### src/rtl/prog_loader_pkg.sv
// Shared types and constants for the serial program loader and the program memory it feeds.
package prog_loader_pkg;

   localparam int          ADDR_W      = 10;
   localparam int          DATA_W      = 18;
   localparam int          BYTE_W      = 8;
   localparam int          CNT_HI_W    = ADDR_W - BYTE_W;
   localparam int          INSTR_HI_W  = DATA_W - 2 * BYTE_W;
   localparam logic [7:0]  SYNC_BYTE   = 8'hA5;
   localparam int          TIMEOUT_DEF = 1000000;

   typedef enum logic [3:0] {
      ST_IDLE   = 4'd0,
      ST_CNT_HI = 4'd1,
      ST_CNT_LO = 4'd2,
      ST_B0     = 4'd3,
      ST_B1     = 4'd4,
      ST_B2     = 4'd5,
      ST_CHK    = 4'd6,
      ST_DONE   = 4'd7,
      ST_ERR    = 4'd8
   } loader_state_t;

   // True while a frame is being received (the inter-byte timer runs only here).
   function automatic logic in_frame(input loader_state_t s);
      return (s != ST_IDLE) && (s != ST_DONE) && (s != ST_ERR);
   endfunction

endpackage

### src/rtl/prog_loader_if.sv
// Byte-stream input and program-memory write/status outputs of the loader.
interface prog_loader_if;
   import prog_loader_pkg::*;

   logic              rx_valid;
   logic [7:0]        rx_data;
   logic              prog_we;
   logic [ADDR_W-1:0] prog_waddr;
   logic [DATA_W-1:0] prog_wdata;
   logic              cpu_rst;
   logic              busy;
   logic              done;
   logic              err;

   modport master (
      output rx_valid, rx_data,
      input  prog_we, prog_waddr, prog_wdata, cpu_rst, busy, done, err
   );

   modport slave (
      input  rx_valid, rx_data,
      output prog_we, prog_waddr, prog_wdata, cpu_rst, busy, done, err
   );

endinterface

### src/rtl/prog_loader_timeout.sv
// Inter-byte idle counter: clears on demand, counts when enabled, flags the LIMIT-th idle cycle.
module prog_loader_timeout #(
   parameter int LIMIT = 1000000
) (
   input  logic i_clk,
   input  logic i_rst_n,
   input  logic i_clr,
   input  logic i_en,
   output logic o_tc
);

   localparam int W = $clog2(LIMIT + 1);

   logic [W-1:0] r_cnt;

   // The flag fires on the edge that would complete LIMIT idle cycles.
   assign o_tc = i_en && !i_clr && (r_cnt == W'(LIMIT - 1));

   always_ff @(posedge i_clk or negedge i_rst_n) begin
      if (!i_rst_n) begin
         r_cnt <= '0;
      end else if (i_clr) begin
         r_cnt <= '0;
      end else if (i_en) begin
         r_cnt <= r_cnt + W'(1);
      end else begin
         r_cnt <= r_cnt;
      end
   end

endmodule

### src/rtl/prog_loader.sv
// Frame parser: SYNC, 10-bit word count, 3-byte instructions, mod-256 checksum; writes program RAM.
module prog_loader
   import prog_loader_pkg::*;
#(
   parameter logic [7:0] P_SYNC      = SYNC_BYTE,
   parameter int         TIMEOUT_CYC = TIMEOUT_DEF
) (
   input logic          i_clk,
   input logic          i_rst_n,
   prog_loader_if.slave bus
);

   loader_state_t           r_state;
   logic [ADDR_W-1:0]       r_addr;
   logic [ADDR_W-1:0]       r_cnt;
   logic [7:0]              r_sum;
   logic [INSTR_HI_W-1:0]   r_b0;
   logic [7:0]              r_b1;
   logic                    r_we;
   logic [ADDR_W-1:0]       r_waddr;
   logic [DATA_W-1:0]       r_wdata;
   logic                    r_cpu_rst;
   logic                    r_busy;
   logic                    r_done;
   logic                    r_err;

   logic                    w_in_frame;
   logic                    w_timeout;
   logic [7:0]              w_sum_next;

   assign w_in_frame = in_frame(r_state);
   assign w_sum_next = r_sum + bus.rx_data;

   prog_loader_timeout #(.LIMIT(TIMEOUT_CYC)) u_timeout (
      .i_clk   (i_clk),
      .i_rst_n (i_rst_n),
      .i_clr   (bus.rx_valid || !w_in_frame),
      .i_en    (w_in_frame),
      .o_tc    (w_timeout)
   );

   // Frame FSM with all outputs registered; a received byte always wins over a timeout.
   always_ff @(posedge i_clk or negedge i_rst_n) begin
      if (!i_rst_n) begin
         r_state   <= ST_IDLE;
         r_addr    <= '0;
         r_cnt     <= '0;
         r_sum     <= 8'h00;
         r_b0      <= '0;
         r_b1      <= 8'h00;
         r_we      <= 1'b0;
         r_waddr   <= '0;
         r_wdata   <= '0;
         r_cpu_rst <= 1'b0;
         r_busy    <= 1'b0;
         r_done    <= 1'b0;
         r_err     <= 1'b0;
      end else begin
         r_we <= 1'b0;
         if (bus.rx_valid) begin
            r_sum <= w_sum_next;
            case (r_state)
               ST_IDLE, ST_DONE, ST_ERR: begin
                  if (bus.rx_data == P_SYNC) begin
                     r_state   <= ST_CNT_HI;
                     r_done    <= 1'b0;
                     r_err     <= 1'b0;
                     r_busy    <= 1'b1;
                     r_cpu_rst <= 1'b1;
                     r_addr    <= '0;
                     r_sum     <= 8'h00;
                  end else begin
                     r_sum <= r_sum;
                  end
               end
               ST_CNT_HI: begin
                  if (bus.rx_data[7:CNT_HI_W] != '0) begin
                     r_state <= ST_ERR;
                     r_err   <= 1'b1;
                     r_busy  <= 1'b0;
                  end else begin
                     r_cnt[ADDR_W-1:BYTE_W] <= bus.rx_data[CNT_HI_W-1:0];
                     r_state                <= ST_CNT_LO;
                  end
               end
               ST_CNT_LO: begin
                  r_cnt[BYTE_W-1:0] <= bus.rx_data;
                  r_state           <= ST_B0;
               end
               ST_B0: begin
                  r_b0    <= bus.rx_data[INSTR_HI_W-1:0];
                  r_state <= ST_B1;
               end
               ST_B1: begin
                  r_b1    <= bus.rx_data;
                  r_state <= ST_B2;
               end
               ST_B2: begin
                  r_we    <= 1'b1;
                  r_waddr <= r_addr;
                  r_wdata <= {r_b0, r_b1, bus.rx_data};
                  r_addr  <= r_addr + ADDR_W'(1);
                  r_state <= (r_addr == r_cnt) ? ST_CHK : ST_B0;
               end
               ST_CHK: begin
                  r_busy <= 1'b0;
                  if (w_sum_next == 8'h00) begin
                     r_state   <= ST_DONE;
                     r_done    <= 1'b1;
                     r_cpu_rst <= 1'b0;
                  end else begin
                     r_state <= ST_ERR;
                     r_err   <= 1'b1;
                  end
               end
               default: begin
                  r_state <= ST_IDLE;
               end
            endcase
         end else if (w_timeout) begin
            r_state <= ST_ERR;
            r_err   <= 1'b1;
            r_busy  <= 1'b0;
         end else begin
            r_state <= r_state;
         end
      end
   end

   assign bus.prog_we    = r_we;
   assign bus.prog_waddr = r_waddr;
   assign bus.prog_wdata = r_wdata;
   assign bus.cpu_rst    = r_cpu_rst;
   assign bus.busy       = r_busy;
   assign bus.done       = r_done;
   assign bus.err        = r_err;

endmodule

### src/flat_wrapper.sv
// flat-port wrapper written by rule: the top's interface ports become plain ports
module prog_loader_flat import prog_loader_pkg::*;
#(
   parameter logic [7:0] P_SYNC      = SYNC_BYTE,
   parameter int         TIMEOUT_CYC = TIMEOUT_DEF
)
  (i_clk, i_rst_n, bus_rx_valid, bus_rx_data, bus_prog_we, bus_prog_waddr, bus_prog_wdata, bus_cpu_rst, bus_busy, bus_done, bus_err);
  prog_loader_if bus_i ();
  input logic i_clk;
  input logic i_rst_n;
  input wire logic [$bits(bus_i.rx_valid)-1:0] bus_rx_valid;
  input wire logic [$bits(bus_i.rx_data)-1:0] bus_rx_data;
  output wire logic [$bits(bus_i.prog_we)-1:0] bus_prog_we;
  output wire logic [$bits(bus_i.prog_waddr)-1:0] bus_prog_waddr;
  output wire logic [$bits(bus_i.prog_wdata)-1:0] bus_prog_wdata;
  output wire logic [$bits(bus_i.cpu_rst)-1:0] bus_cpu_rst;
  output wire logic [$bits(bus_i.busy)-1:0] bus_busy;
  output wire logic [$bits(bus_i.done)-1:0] bus_done;
  output wire logic [$bits(bus_i.err)-1:0] bus_err;
  assign bus_i.rx_valid = bus_rx_valid;
  assign bus_i.rx_data = bus_rx_data;
  assign bus_prog_we = bus_i.prog_we;
  assign bus_prog_waddr = bus_i.prog_waddr;
  assign bus_prog_wdata = bus_i.prog_wdata;
  assign bus_cpu_rst = bus_i.cpu_rst;
  assign bus_busy = bus_i.busy;
  assign bus_done = bus_i.done;
  assign bus_err = bus_i.err;
  prog_loader #(.P_SYNC(P_SYNC), .TIMEOUT_CYC(TIMEOUT_CYC)) u_core (.i_clk(i_clk), .i_rst_n(i_rst_n), .bus(bus_i));
endmodule
### config.mk
export PLATFORM = sky130hd
export DESIGN_NAME = prog_loader_flat
export DESIGN_NICKNAME = d
export VERILOG_FILES = /design/src/rtl/prog_loader_pkg.sv /design/src/rtl/prog_loader_if.sv /design/src/rtl/prog_loader_timeout.sv /design/src/rtl/prog_loader.sv /design/src/flat_wrapper.sv
export SDC_FILE = /design/constraint.sdc
export NUM_CORES = 1
export LEC_CHECK = 0
export ABC_CLOCK_PERIOD_IN_PS = 7100
export CAP_MARGIN = 40
export CORE_AREA = 5 5 109 188
export DETAILED_ROUTE_END_ITERATION = 8
export DIE_AREA = 0 0 114 193
export PLACE_DENSITY = 0.47
export SLEW_MARGIN = 20
export SYNTH_ARGS = -nofsm -noshare
export SYNTH_HDL_FRONTEND = slang
export SYNTH_SLANG_ARGS = --single-unit
### constraint.sdc
create_clock -name i_clk -period 7.1 [get_ports i_clk]
set_clock_uncertainty 0.1 [all_clocks]
set_input_delay 0.71 -clock i_clk [delete_from_list [all_inputs] [get_ports i_clk]]
set_output_delay 0.71 -clock i_clk [all_outputs]
set_load 0.01 [all_outputs]
# ---- Yosys cells after proc, flatten, opt, wreduce, memory -nomap -nowiden
# Cells that the tools add are included.
dict set report word_totals {
  output_inout_bits 33
  elab_cells 95
  register_bits 95
  mem_bits_ro 0
  input_bits 11
  mem_bits_rw 0
  mem_count 0
  latchBits 0
}
dict set report classes {
  n_lt_le_gt_ge 0
  div_mod_pow 0
  add_sub_neg 3
  shift 0
  n_reduce_logical 27
  n_eq_ne 19
  muxes 30
  multipliers 0
  n_bitwise 1
}
# cell n
set op_table {}
lappend op_table {{$mux 20} 2}
lappend op_table {{$pmux 4 s7} 1}
lappend op_table {{$add 20x1->20 const B} 1}
lappend op_table {{$eq 20x20->1 const B} 1}
lappend op_table {{$mux 4} 5}
lappend op_table {{$pmux 10 s2} 1}
lappend op_table {{$eq 4x3->1 const B} 4}
lappend op_table {{$mux 8} 2}
lappend op_table {{$mux 1} 13}
lappend op_table {{$reduce_and 2->1} 6}
lappend op_table {{$add 10x1->10 const B} 1}
lappend op_table {{$eq 10x10->1} 1}
lappend op_table {{$mux 10} 1}
lappend op_table {{$add 8x8->8} 1}
lappend op_table {{$eq 4x2->1 const B} 2}
lappend op_table {{$eq 8x8->1 const B} 1}
lappend op_table {{$logic_not 8->1} 1}
lappend op_table {{$reduce_and 4->1} 2}
lappend op_table {{$reduce_bool 2->1} 4}
lappend op_table {{$ne 3x2->1 const B} 2}
lappend op_table {{$pmux 1 s3} 2}
lappend op_table {{$reduce_and 3->1} 2}
lappend op_table {{$reduce_bool 6->1} 1}
lappend op_table {{$reduce_and 5->1} 1}
lappend op_table {{16 further kinds} 22}

# ---- Longest topological paths before layout
dict set report logic_depth {
  depth_word 10
  ltp_mapped 8
  mapped_depth_nobuf 8
}

# ---- Modules after synthesis
# From an unflattened synthesis, not the netlist that was laid out.
dict set report hier_totals {
  cells_unflattened 468
  hier_area_um2 4624.4
}
# mod cells_each n_inst area_per_inst_um2 seq_area_each_um2
set modules_own_cells {}
lappend modules_own_cells {prog_loader 361 1 3590.9 1876.8}
lappend modules_own_cells {prog_loader_timeout 107 1 1033.5 500.5}

# ---- Worst setup path after synthesis
# Ideal clock, no wire load.
dict set report synth_path {
  path_kind {input to register}
  startpoint {input bus_rx_data[0]}
  endpoint {register u_core.r_err (netlist: u_core.bus.err)}
  required_ps 6874
  arrival_ps 2511
  path_buffers 0
  path_slack_ps 4363
  cell_stages 8
  setup_time_ps 126
  cell_sequence {ha_1 > fa_1 > a211oi_1 > o21bai_1 > a21oi_1 > xnor2_1 > nand4b_1 > o311a_1}
}
dict set report synth_via {
  elab_chain_len 4
  elab_cells_between_ends 6
  cone_classes {1 x add/sub; 3 x eq/ne; 2 x reduce/logical}
}
# item line
set synth_lines {}
lappend synth_lines {{from (decl)} flat_wrapper.sv:12} ;# input wire logic [$bits(bus_i.rx_data)-1:0] bus_rx_data;
lappend synth_lines {{$add 8x8->8} prog_loader.sv:32} ;# assign w_sum_next = r_sum + bus.rx_data;
lappend synth_lines {{$logic_not 8->1} prog_loader.sv:107} ;# if (w_sum_next == 8'h00) begin
lappend synth_lines {{$ne 3x3->1 (no source line)} --}
lappend synth_lines {{$reduce_and 5->1 (no source line) *} --}
lappend synth_lines {{to (signal assigned)} prog_loader.sv:57} ;# r_err <= 1'b0;
lappend synth_lines {{to (signal assigned)} prog_loader.sv:113} ;# r_err <= 1'b1;
lappend synth_lines {{to (signal assigned)} prog_loader.sv:122} ;# r_err <= 1'b1;
lappend synth_lines {{to (decl)} prog_loader.sv:25} ;# logic r_err;
# Every way passes the cells marked *; elsewhere a longest branch is shown, timed or not.
# A chain may end at the register's enable or synchronous reset.

# ---- Worst setup path in the final report
# Same ends and word-level chain as after synthesis.

==> results.md <==
- Outcome: completed
- Max-Cap Viols: 0
- Required time of the critical path: 7.22 ns
- Min-Delay Path Class: in -> async
- Dpl cell area: 5330 um^2
- Layout Utilization: roughly 30%
- DRC errors left: 0
- Main synth FF type: dfrtp_1
- Core Area: roughly 19000 um^2
- Initial Util: ~24%
- Post-synthesis cell type count: 56
- CP max stage cell: clkdlybuf4s50_1
- Die Area: around 22000 um^2
- Minimum clock period: approximately 3.3 ns
- Area Growth Syn to Fin: 22.3%
- Gpl congestion: 0.877
- Worst skew pair latency: 0.34 ns
- Clock root buffer: clkbuf_16
- CP endpoint kind: register
- WL final: about 11000 um
- Post-route ant nets: 0
- Vias in the first global route: 3449
- CTS Sinks: 95
- Commonest non-fill, non-tap cell in the layout: dfrtp_1
- Netlist Area Pre-Place: around 4600 um^2
- Power density over the cells: approximately 250 nW/um^2
- Final Hold Fails: 0
- IO Count: 44
- H-tree depth: 3
- Floorplan row count: 67
- First-pass GRT wire length: 18300 um
- Cell leakage power: ~0.0026 uW
- Slew Viols, Final: 0
- Syn. warnings: 0
- Post-synth EDFFs: 0
- Synth Register Bits: 95
- CTS tree: done
- Setup CP Type: in -> reg
- Clock tree buffer depth: 2
- CTS Buf Count: 9
- Logic pwr share: 21.5%
- Initial antenna violation count: 0
- Setup Buffers After CTS: 0
- Slew margin rel.: 50.7%
- Die Y: 193 um
- Post-Synthesis Cells: 413
- Filler instances: 1972
- Pin count of the biggest net entering global routing: a little under 50
- R2R Setup Slk: ~4.4 ns
- Reg clk slew, reported paths: roughly 0.07 ns
- Register area share after synthesis: between 50% and 60%
- CP max stage delay: 0.54 ns
- Post-cts sizing count: 0
- Worst EP arrival: around 3.5 ns
- Reg2Reg Depth: 7
- Sum Neg Setup Slack: 0 ns
- Fmax: roughly 300 MHz
- Die Width: 114 um
- Slew @ Worst Pin: roughly 0.74 ns
- Detailed placement HPWL: approximately 8000 um
- Antenna diodes: 0
- DR vias/cell: 4.71
- Clock group share of total power: a little over a third
- DR iter-0 viols: around 130
- Psw: ~430 uW
- Drt wl/cell: 15.8 um
- GRT Overall Usage: between 10% and 20%
- Pre-antenna DRT Iters: 4
- Syn avg cell area: around 11 um^2
- Pint: 989 uW
- Final instance area: ~5600 um^2
- FFs w/ async S/R, synth: 100%
- Worst vdd ir: between 0.1 and 0.15 mV
- RSZ-0062 raised after global routing: false
- Reg2reg start: u_core.r_state[1]
- Hold Buf Count CTS: 0
- Worst-path fanout max: 7
- Net Sw Frac: 30.3%
- Reg-to-reg critical path endpoint: u_core.bus.err
- Grt ovf: 0
- Synthesized Nets: 434
- Final Setup Violations: 0
- Startpoint Class: primary input
- Cells along the critical path: clkdlybuf4s50_1 > ha_1 > fa_1 > a211oi_1 > o21bai_1 > a21oi_1 > xnor2_1 > nand4b_1 > o311a_1
- Vias: 3308
- IO buf count: 43
- Reg power frac: between 40% and 50%
- Layout net count: around 480
- Share of layout cells above drive strength 1: 16.7%
- Final Cycle Share: between 40 and 50%
- Commonest non-fill, non-tap cells in the layout: 95 x dfrtp_1, 48 x mux2_2, 42 x clkdlybuf4s50_1
==> power groups by stage <==
stage / Combinational [uW] / Sequential (uW) / Clock (uW)
floorplan: 227 / 607 / 0
global placement: 297 / 627 / 0
detailed placement: 302 / 628 / 0
CTS: 304 / 617 / 518
global route: 341 / 622 / 539
finish: 305 / 616 / 498
==> state kept, by name, indices dropped and copies added (netlist names) <==
register	flops
u_core.bus.busy	1
u_core.bus.cpu_rst	1
u_core.bus.done	1
u_core.bus.err	1
u_core.bus.prog_waddr	10
u_core.bus.prog_wdata	18
u_core.bus.prog_we	1
u_core.r_addr	10
u_core.r_b0	2
u_core.r_b1	8
u_core.r_cnt	10
u_core.r_state	4
u_core.r_sum	8
u_core.u_timeout.r_cnt	20
==> kinds of logic (layout without fill, tap and decap cells) <==
logic type | count (synthesis) | in the layout | share of synthesized area (%)
AND/OR/NAND/NOR | 133 | 133 | 14.7
flip-flops | 95 | 95 | 51.6
AO/OA/AOI/OAI | 67 | 67 | 10.1
multiplexers | 48 | 48 | 11.7
XOR/XNOR | 37 | 37 | 7.03
buffers and inverters | 23 | 72 | 1.98
adder cells (fa/ha/maj) | 10 | 10 | 2.88
==> cells in the mapped netlist (all sizes together) (3+ instances only) <==
cell type  count  area share (%)
o21ai         22             2.4
a21oi         15             1.6
nor3           9            0.98
a211oi         3            0.60
nor2          37             3.0
xor2          29             5.5
and2           3            0.41
ha             9             2.4
nor2b          3            0.41
xnor2          8             1.5
dfrtp         95              52
nand2         28             2.3
a22o           3            0.60
mux2          48              12
nand4          9             1.2
or3            6            0.92
clkbuf        10            0.81
nor3b          4            0.65
and3           5            0.68
inv            8            0.65
a31oi          4            0.54
buf            4            0.43
nand3         14             1.5
==> through the flow <==
step / hold WS [ns] / total power [uW] / setup WS [ns] / std cells
2_1_floorplan: 0.314 / 835 / 4.36 / 413
3_3_place_gp: 0.382 / 924 / 3.42 / 685
3_5_place_dp: 0.388 / 930 / 3.37 / 687
4_1_cts: 0.165 / 1440 / 3.75 / 703
5_1_grt: 0.180 / 1500 / 3.50 / 703
6_report: 0.164 / 1420 / 3.76 / 703
==> worst max path at each step <==
stage | end | cells past startpoint | from | slack, ns
after floorplan | u_core.bus.err | 8 | bus_rx_data[0] | 4.36
after global placement | u_core.bus.err | 9 | bus_rx_data[0] | 3.42
after detailed placement | u_core.bus.err | 9 | bus_rx_data[0] | 3.37
after CTS | u_core.bus.err | 9 | bus_rx_data[0] | 3.75
after global routing | u_core.bus.err | 9 | bus_rx_data[0] | 3.50
final | u_core.bus.err | 9 | bus_rx_data[0] | 3.76
==> cell type report <==
type | instances | area [um^2] | area share (%)
tap | 241 | 302 | 5.35
clock inverter | 6 | 66.3 | 1.18
inverter | 9 | 33.8 | 0.600
clock buffer | 10 | 239 | 4.24
sequential | 95 | 2380 | 42.2
multi-input combinational | 295 | 2140 | 38.0
timing repair buffer | 47 | 478 | 8.48
==> worst max-delay path, delay by kind of cell <==
kind	cells	cell delay [ns]
xor+xnor	1	0.19
simple gates	1	0.32
buf+inv	1	0.54
compound gates	4	1.00
fa+ha+maj	2	0.71
==> per-layer routing <==
layer / vias to the layer above / global-route usage (%) / part of all wire (%)
li1: 1580 / - / -
met4: 0 / 3.89 / 1.6
met3: 13 / 2.06 / 2.9
met2: 46 / 20.1 / 57
met1: 1669 / 11.3 / 39
met5: - / 0 / 0
Note: power is estimated with default switching activity, not from simulation.
